--- src/rtl/clock_divider_prog.sv ---
// clock_divider_prog: programmable integer clock divider.
// Output period is N INTERNAL_OSC cycles: CLK_OUT is high for ceil(N/2) cycles
// and low for floor(N/2) cycles. TICK pulses on every CLK_OUT rising edge.
// A new divisor is captured into a one-deep pending slot and is applied only
// at a period boundary. This keeps every high and low phase whole, so a
// divisor change cannot glitch the output.
// Optional feature: define CLKDIV_SYNC_EN to add the SYNC input. SYNC
// restarts the period immediately.
module clock_divider_prog #(
  parameter int DIV_W     = 8,
  parameter int DIV_RESET = 2
) (
  input  logic             INTERNAL_OSC,
  input  logic             RESET_N,
  input  logic             EN,
`ifdef CLKDIV_SYNC_EN
  input  logic             SYNC,
`endif
  input  logic [DIV_W-1:0] DIV_IN,
  input  logic             DIV_LOAD,
  output logic             LOAD_PENDING,
  output logic             CLK_OUT,
  output logic             TICK,
  output logic [DIV_W-1:0] DIV_CUR
);

  localparam logic [DIV_W-1:0] DIV_RST = DIV_W'(DIV_RESET);
  localparam logic [DIV_W-1:0] DIV_MIN = DIV_W'(2);

  logic [DIV_W-1:0] cnt;
  logic [DIV_W-1:0] pend_val;
  logic             pend;

  logic             sync_req;
  logic             wrap;
  logic             apply;
  logic [DIV_W-1:0] n_eff;
  logic [DIV_W-1:0] h_eff;
  logic [DIV_W-1:0] cnt_next;
  logic [DIV_W-1:0] din_fix;

`ifdef CLKDIV_SYNC_EN
  assign sync_req = SYNC;
`else
  assign sync_req = 1'b0;
`endif

  // Next-state terms for an enabled edge: wrap point, effective divisor and high length
  always_comb begin
    wrap     = sync_req || (cnt == DIV_CUR - DIV_W'(1));
    apply    = wrap && pend;
    n_eff    = apply ? pend_val : DIV_CUR;
    h_eff    = n_eff - (n_eff >> 1);
    cnt_next = wrap ? '0 : cnt + DIV_W'(1);
    din_fix  = (DIV_IN < DIV_MIN) ? DIV_MIN : DIV_IN;
  end

  // Pending-divisor slot: first load wins; it is cleared when applied or on reset
  always_ff @(posedge INTERNAL_OSC) begin
    if (!RESET_N) begin
      pend     <= 1'b0;
      pend_val <= DIV_RST;
    end else if (DIV_LOAD && !pend) begin
      // A capture on a boundary edge is not applied on that edge, because
      // apply requires pend to be set already.
      pend     <= 1'b1;
      pend_val <= din_fix;
    end else if (EN && apply) begin
      pend     <= 1'b0;
    end
  end

  // Phase counter, divisor in force and registered outputs; all freeze while EN is low
  always_ff @(posedge INTERNAL_OSC) begin
    if (!RESET_N) begin
      cnt     <= DIV_RST - DIV_W'(1);
      DIV_CUR <= DIV_RST;
      CLK_OUT <= 1'b0;
      TICK    <= 1'b0;
    end else if (EN) begin
      cnt     <= cnt_next;
      DIV_CUR <= n_eff;
      CLK_OUT <= (cnt_next < h_eff);
      TICK    <= (cnt_next == '0);
    end else begin
      TICK    <= 1'b0;
    end
  end

  assign LOAD_PENDING = pend;

endmodule

--- config.mk ---
export PLATFORM = sky130hd
export DESIGN_NAME = clock_divider_prog
export DESIGN_NICKNAME = d
export VERILOG_FILES = /design/src/rtl/clock_divider_prog.sv
export SDC_FILE = /design/constraint.sdc
export NUM_CORES = 1
export LEC_CHECK = 0
export ABC_AREA = 1
export CORE_MARGIN = 1.5
export CORE_UTILIZATION = 50
export DETAILED_ROUTE_END_ITERATION = 10
export PLACE_DENSITY = 0.85
export SETUP_SLACK_MARGIN = 0.05
export SLEW_MARGIN = 15
export SYNTH_ARGS = -nofsm -noshare
export SYNTH_HDL_FRONTEND = slang
export SYNTH_SLANG_ARGS = --single-unit
--- constraint.sdc ---
create_clock -name INTERNAL_OSC -period 3.7 [get_ports INTERNAL_OSC]
set_clock_uncertainty 0.1 [all_clocks]
set_input_delay 0.555 -clock INTERNAL_OSC [delete_from_list [all_inputs] [get_ports INTERNAL_OSC]]
set_output_delay 0.555 -clock INTERNAL_OSC [all_outputs]
set_load 0.02 [all_outputs]
==> flow_summary.toml, run 1 <==
[critical_path]
reg2reg_to = "CLK_OUT"
regToRegSetupSlack_ps = -220
end_kind = "register"
worstSetupPathType = "reg -> reg"
worstRegToRegCells = 28
cpPeakStageDelay_ps = 370
crit_path_start_kind = "register"
required_ps = 3820
worstReg2RegStart = "DIV_CUR[0]"
arrival_ps = 4040
slowest_stage = "dfxtp_4"
critPathMaxFanout = 7

[place]
place_ws_ps = -155
place.gp.congestion = 0.953
placed_area_um2 = 2600
dp_cells = 405
dp_hpwl_mm = 4.10
placement.io_buffers = 22

[global_routing]
grt_max_degree = 20
grtUsageMet3 = 0.0171
track_usage = 0.270
grt_util_met2 = 0.457
grt-ovfl-total = 0
grt.met1_usage = 0.352
grt_pass1_vias = 2055
busiest_layer = "met2"
antenna_found_initial = 0
grt_pass1_wl_mm = 8.95

[die]
io_pins = 23
row_count = 22
dieArea_um2 = 4300
core_um2 = 3720
start_util = 0.527
fp.dieW_um = 65.6
die_h_um = 65.6

[clocking]
cts.path.max_buffers = 2
cts_root_buf = "clkbuf_8"
cts_tree = "yes"
cts_num_sinks = 27
postCtsHoldBufs = 0
clk-insertion-delay-late_ps = 280
numCtsBuffers = 3
h-tree-depth = 1
clk_pin_slew_ps = 100

[pwr]
finalPower_mw = 0.925
p_seq_frac = 0.357
internal_power_mw = 0.578
clkPwrFrac = 0.195
sw_frac_of_total = 0.375
power_switching_mw = 0.347
ir_worst_vdd_uv = 175
power_frac_comb = 0.448
p_leak_nw = 1.36
powerDensity_nw_per_um2 = 342

[route]
vias = 2148
viasPerCell = 5.23
routedWlPerCell_um = 13.4
drt_pass1_iterations = 4
detail_route.iter0.violations = 223
remaining_drc_errors = 0
ant_nets = 0
drt_wl_total_mm = 5.52

[cells_and_area]
final_cell_area_um2 = 2710
syn_to_final_growth_pct = 38.4
layout.cells.non_filler = 411
nFillCells = 270
nets = 392
diodes = 0
fin_util = 0.729
drive_gt1_frac = 0.242

[worst_hold_path]
worstHoldPathType = "reg -> reg"
hold_path_end = "CLK_OUT"
hp-start = "CLK_OUT"
hold_depth = 2

[sta]
layout_setup_ws_ps = -221
final-setup-viol-count = 1
grt_setup_unrepaired = "yes"
period_share = 1.06
whs_ps = 387
worstMarginPinSlew_ps = 319
min_period_ps = 3920
finalHoldViolCount = 0
slew_viol_final = 0
timing.fmax_mhz = 255
slew_headroom = 0.787
fin_setup_tns_ps = -221

[logic_synthesis]
synth_nets = 329
synthCells = 301
ys_ff_latch = 27
ys_warn_count = 0
synth_area_um2 = 1960
ys_types = 30
avgSynthCellArea_um2 = 6.50
ys_seq_area_frac = 0.276

[run_status]
status = "finished, violations left"
violations = "setup timing"

[job]
maxCapViolations = 0
## power by group through the flow
| stage | logic (mW) | clock network (mW) | registers [mW] |
|---|---|---|---|
| 5_1_grt | 0.463 | 0.189 | 0.333 |
| 3_3_place_gp | 0.369 | 0 | 0.336 |
| 3_5_place_dp | 0.381 | 0 | 0.337 |
| 2_1_floorplan | 0.234 | 0 | 0.345 |
| 4_1_cts | 0.385 | 0.176 | 0.330 |
| 6_report | 0.414 | 0.180 | 0.331 |
## worst max-delay path, delay by kind of cell (launching register included)
family          cells  cell delay, ps
buf+inv             5             400
flops               1             370
simple gates       13            1150
fa+ha+maj           3             780
compound gates      6             930
xor+xnor            1             120
## synth_stat cells (all sizes together)
library cell / n / area, um2
nor3: 1 / 5.00
xor2: 7 / 61.3
inv: 51 / 191
clkbuf: 4 / 15.0
a2111oi: 1 / 8.76
nand4: 5 / 31.3
nor4: 2 / 18.8
nand2: 73 / 282
ha: 15 / 188
nor2: 34 / 150
a21oi: 24 / 120
fa: 1 / 20.0
o221ai: 1 / 8.76
dfxtp: 27 / 541
o21bai: 1 / 7.51
o21ai: 32 / 164
clkinv: 2 / 7.51
nand3: 13 / 82.6
or2: 2 / 12.5
o211ai: 1 / 7.51
xnor2: 4 / 35.0
## logic make-up after synthesis
family	after synthesis	synth area share
and+or+nand+nor	130	0.297
DFF	27	0.276
xor gates and xnor gates	11	0.0492
buffers and inverters	57	0.109
adders and majority gates	16	0.106
AOI/OAI and AO/OA	60	0.162
## placed cells by master, fill, tap and decap left out, types with 8 or more instances in the layout
master and instances:
dfxtp_1 25, nand2_1 66, ha_1 11, nand3_1 11, clkdlybuf4s50_1 22, nor2_1 30
buf_4 40, o21ai_0 22, inv_2 8, inv_1 40, a21oi_1 22
## routing by layer
layer,vias to the layer above,share of wire
met5,-,0
met4,0,0.034
met3,20,0.048
met2,77,0.48
met1,962,0.44
li1,1089,-
## sequential cells by signal, indices dropped and copies added, names as in the netlist
| signal | count |
|---|---|
| cnt | 8 |
| DIV_CUR | 8 |
| LOAD_PENDING | 1 |
| TICK | 1 |
| CLK_OUT | 1 |
| pend_val | 8 |
## worst max path at each step
| stage | from | end | slack [ps] | depth (start not counted) |
|---|---|---|---|---|
| floorplan | DIV_CUR[0] | CLK_OUT | -70 | 31 |
| global placement | DIV_CUR[1] | CLK_OUT | -70 | 30 |
| detailed placement | DIV_CUR[1] | CLK_OUT | -160 | 31 |
| CTS | DIV_CUR[0] | CLK_OUT | -120 | 31 |
| global route | DIV_CUR[1] | CLK_OUT | -490 | 30 |
| finish | DIV_CUR[0] | CLK_OUT | -220 | 28 |
## cell type report
class                           count  area (um2)  area share
Sequential cell                    27         548       0.202
Tap cell                           48        60.1      0.0222
Timing Repair Buffer               62         520       0.192
Inverter                           53         211      0.0781
Multi-Input combinational cell    217        1320       0.488
Clock inverter                      1        5.00     0.00185
Clock buffer                        3        41.3      0.0152
## timing repair
item / CTS / global route
buffers inserted: 0 / 2
pin swaps: 2 / 9
gates resized for setup: 1 / 10
endpoints found under the setup margin: 1 / 1
(Power assumes the default switching activity.)
==> inputs of run 2 (changes only) <==
--- a/config.mk
+++ b/config.mk
@@ -11,7 +11,7 @@
 export DETAILED_ROUTE_END_ITERATION = 10
 export PLACE_DENSITY = 0.85
 export SETUP_SLACK_MARGIN = 0.05
-export SLEW_MARGIN = 15
 export SYNTH_ARGS = -nofsm -noshare
 export SYNTH_HDL_FRONTEND = slang
 export SYNTH_SLANG_ARGS = --single-unit
+export TNS_END_PERCENT = 50
==> results of run 2 <==
Final layout, timing and power as in run 1 (identical DEF).
==> inputs of run 3 (changes only) <==
--- a/config.mk
+++ b/config.mk
@@ -5,11 +5,11 @@
 export SDC_FILE = /design/constraint.sdc
 export NUM_CORES = 1
 export LEC_CHECK = 0
-export ABC_AREA = 1
 export CORE_MARGIN = 1.5
-export CORE_UTILIZATION = 50
+export CORE_UTILIZATION = 51
+export CTS_CLUSTER_SIZE = 8
 export DETAILED_ROUTE_END_ITERATION = 10
-export PLACE_DENSITY = 0.85
+export PLACE_DENSITY = 0.86
 export SETUP_SLACK_MARGIN = 0.05
 export SYNTH_ARGS = -nofsm -noshare
 export SYNTH_HDL_FRONTEND = slang
==> run 3 against run 2 <==
Against the previous run:
- the flow still finishes with violations (setup timing)
- register-to-register slack worse by 490 ps
- count of clock-buffer cells in the layout unchanged
- sequential share of layout area shrank 0.91 points
- design area rose by 4.7%
- setup slack got worse by 490 ps
- sequential power down 5%
- clock power down 6%
- utilization increased by 2.3 points
- maximum frequency down 11%
- critical path type unchanged
- critical endpoint unchanged
- largest power group unchanged
==> flow_summary.toml, run 3 <==
[sta]
layout_setup_ws_ps = -707
period_share = 1.19
timing.fmax_mhz = 227
worstMarginPinSlew_ps = 673
final-setup-viol-count = 1
slew_headroom = 0.551
min_period_ps = 4410
grt_setup_unrepaired = "yes"
finalHoldViolCount = 0
slew_viol_final = 0

[cells_and_area]
syn_to_final_growth_pct = 38.1
nFillCells = 220
drive_gt1_frac = 0.287
layout_common_cells = "buf_4 (46), nand2_1 (25), dfxtp_1 (23), clkdlybuf4s50_1 (22), nor2_1 (20)"
regArea_um2 = 548
nets = 343
multiInputGateArea_um2 = 1560
final_common_cell = "buf_4"
diodes = 0
reg.largest.list = "DIV_CUR x8, cnt x8, pend_val x8"
layout.cells.non_filler = 362
final_cell_area_um2 = 2840

[clocking]
cts_num_sinks = 27
h-tree-depth = 1
cts.path.max_buffers = 2
cts_tree = "yes"
cts_root_buf = "clkbuf_8"
clk-insertion-delay-late_ps = 280
numCtsBuffers = 3
clk_pin_slew_ps = 100

[route]
drt_pass1_iterations = 4
vias = 2139
drt_wl_total_mm = 5.80
detail_route.iter0.violations = 152
ant_nets = 0
routedWlPerCell_um = 16.0
remaining_drc_errors = 0
viasPerCell = 5.91

[run_status]
violations = "setup timing"
status = "finished, violations left"

[place]
placed_area_um2 = 2610
place.gp.congestion = 0.875
dp_cells = 350
dp_hpwl_mm = 4.15
placement.io_buffers = 22

[logic_synthesis]
synth_nets = 283
synth.top_cells.by_area = "dfxtp_1 (26%), ha_1 (9.1%), mux2i_1 (6.3%)"
yosys.cell_count.top_type = "dfxtp_1"
yosys_most_used_dff = "dfxtp_1"
avgSynthCellArea_um2 = 8.05
ys_warn_count = 0
ys_async_sr_fraction = 0
synth_top_cell_area_share = 0.263
ys_ff_latch = 27
ys_seq_area_frac = 0.263
synthCells = 255
synth_common_cells = "dfxtp_1 (27), nand2_1 (25), nor2_1 (20)"
netlist.top_cell.by_area = "dfxtp_1"
synth_edf_count = 0
ys_types = 48
synth_area_um2 = 2050

[pwr]
p_leak_nw = 1.25
power_switching_mw = 0.315
sw_frac_of_total = 0.350
power_frac_comb = 0.462
ir_worst_vdd_uv = 312
internal_power_mw = 0.587
powerDensity_nw_per_um2 = 318
clkPwrFrac = 0.188
p_seq_frac = 0.350
finalPower_mw = 0.903

[die]
die_h_um = 66.5
start_util = 0.544
dieArea_um2 = 4420
fp.dieW_um = 66.5
row_count = 22
io_pins = 23
core_um2 = 3770

[worst_hold_path]
hp-start = "pend_val[5]"
hold_depth = 2
hold_path_end = "pend_val[5]"
worstHoldPathType = "reg -> reg"

[critical_path]
cp_num_buf_inv = 2
worstReg2RegStart = "DIV_CUR[1]"
critPathMaxFanout = 4
end_kind = "register"
crit_path_start_kind = "register"
cpPeakStageDelay_ps = 350
reg2reg_to = "CLK_OUT"
worstSetupPathType = "reg -> reg"
worstRegToRegCells = 21
path_cells = "inv_2 -> ha_4 -> xor2_2 -> o211ai_1 -> a211oi_2 -> and4_4 -> mux2i_2 -> inv_1 -> ha_1 -> nand2_1 -> a21oi_1 -> nand3b_1 -> o32ai_2 -> o221a_2 -> o22ai_4 -> ha_4 -> nand4_1 -> nand3b_1 -> a21oi_2 -> o211ai_1 -> a31oi_1"
arrival_ps = 4520
regToRegSetupSlack_ps = -710
critPathTopFamily = "compound AO/OA/AOI/OAI gates"
slowest_stage = "dfxtp_2"
required_ps = 3810

[job]
maxCapViolations = 0

[global_routing]
grt_max_degree = 23
antenna_found_initial = 0
grt-ovfl-total = 0
track_usage = 0.260
grt_pass1_wl_mm = 8.78
grt_pass1_vias = 1950
-- run 3: logic make-up (layout without fill, tap and decap cells) --
kind of cell	Yosys count	after routing	share of synthesized area
compound gates	56	56	0.181
xor+xnor	20	20	0.0853
fa+ha+maj	17	17	0.107
buf+inv	29	87	0.0603
flops	27	27	0.263
mux	16	16	0.0798
simple gates	90	91	0.224
-- run 3: how the worst max path moves through the flow --
stage / startpoint / end / slack, ps / cells after the start
6_report: DIV_CUR[1] / CLK_OUT / -710 / 21
2_1_floorplan: DIV_CUR[2] / CLK_OUT / -550 / 22
4_1_cts: DIV_CUR[1] / CLK_OUT / -510 / 22
3_3_place_gp: DIV_CUR[0] / CLK_OUT / -500 / 22
5_1_grt: DIV_CUR[1] / CLK_OUT / -920 / 21
3_5_place_dp: DIV_CUR[1] / CLK_OUT / -670 / 22
-- run 3: area by class of cell --
type,instances,share of cell area
Multi-Input combinational cell,200,0.550
Timing Repair Buffer,68,0.199
Sequential cell,27,0.193
Tap cell,48,0.0212
Inverter,15,0.0199
Clock buffer,3,0.0146
Clock inverter,1,0.00177
-- run 3: worst reg2reg max path: stages (launching register included) --
cell,delay [ps]
dfxtp_2,350
inv_2,50
ha_4,260
xor2_2,130
o211ai_1,100
a211oi_2,350
and4_4,340
mux2i_2,300
inv_1,80
ha_1,350
nand2_1,130
a21oi_1,210
nand3b_1,170
o32ai_2,100
o221a_2,270
o22ai_4,200
ha_4,240
nand4_1,70
nand3b_1,100
a21oi_2,150
o211ai_1,130
a31oi_1,170
-- run 3: timing repair --
| action | in CTS | in global routing |
|---|---|---|
| resized for setup | 9 | 12 |
| hold buffers | 0 | 0 |
| pin swaps | 12 | 11 |
| setup buffers | 3 | 4 |
| gates cloned | 1 | 0 |
| endpoints found under the setup margin | 1 | 1 |
-- run 3: layer usage --
metal  routed length (um)  GRT usage  vias up
met3                  275     0.0405       27
met2                 2920      0.470       86
li1                     -          -     1028
met1                 2360      0.297      998
met4                  250      0.117        0
met5                    0          0        -
-- run 3: power groups by stage --
stage | Combinational [mW] | Sequential [mW] | Clock, mW
after detailed placement | 0.337 | 0.322 | 0
final | 0.417 | 0.316 | 0.170
after floorplan | 0.216 | 0.328 | 0
after global routing | 0.447 | 0.318 | 0.188
after global placement | 0.325 | 0.321 | 0
after CTS | 0.365 | 0.315 | 0.173
-- run 3: metrics by stage --
stage               hold slack [ps]   util  setup TNS [ps]  setup WS (ps)
floorplan                       336      -            -549           -549
finish                          361  0.752            -707           -707
CTS                             362  0.727            -505           -505
global route                    384  0.752            -924           -924
global placement                344  0.693            -504           -504
detailed placement              349  0.693            -668           -668
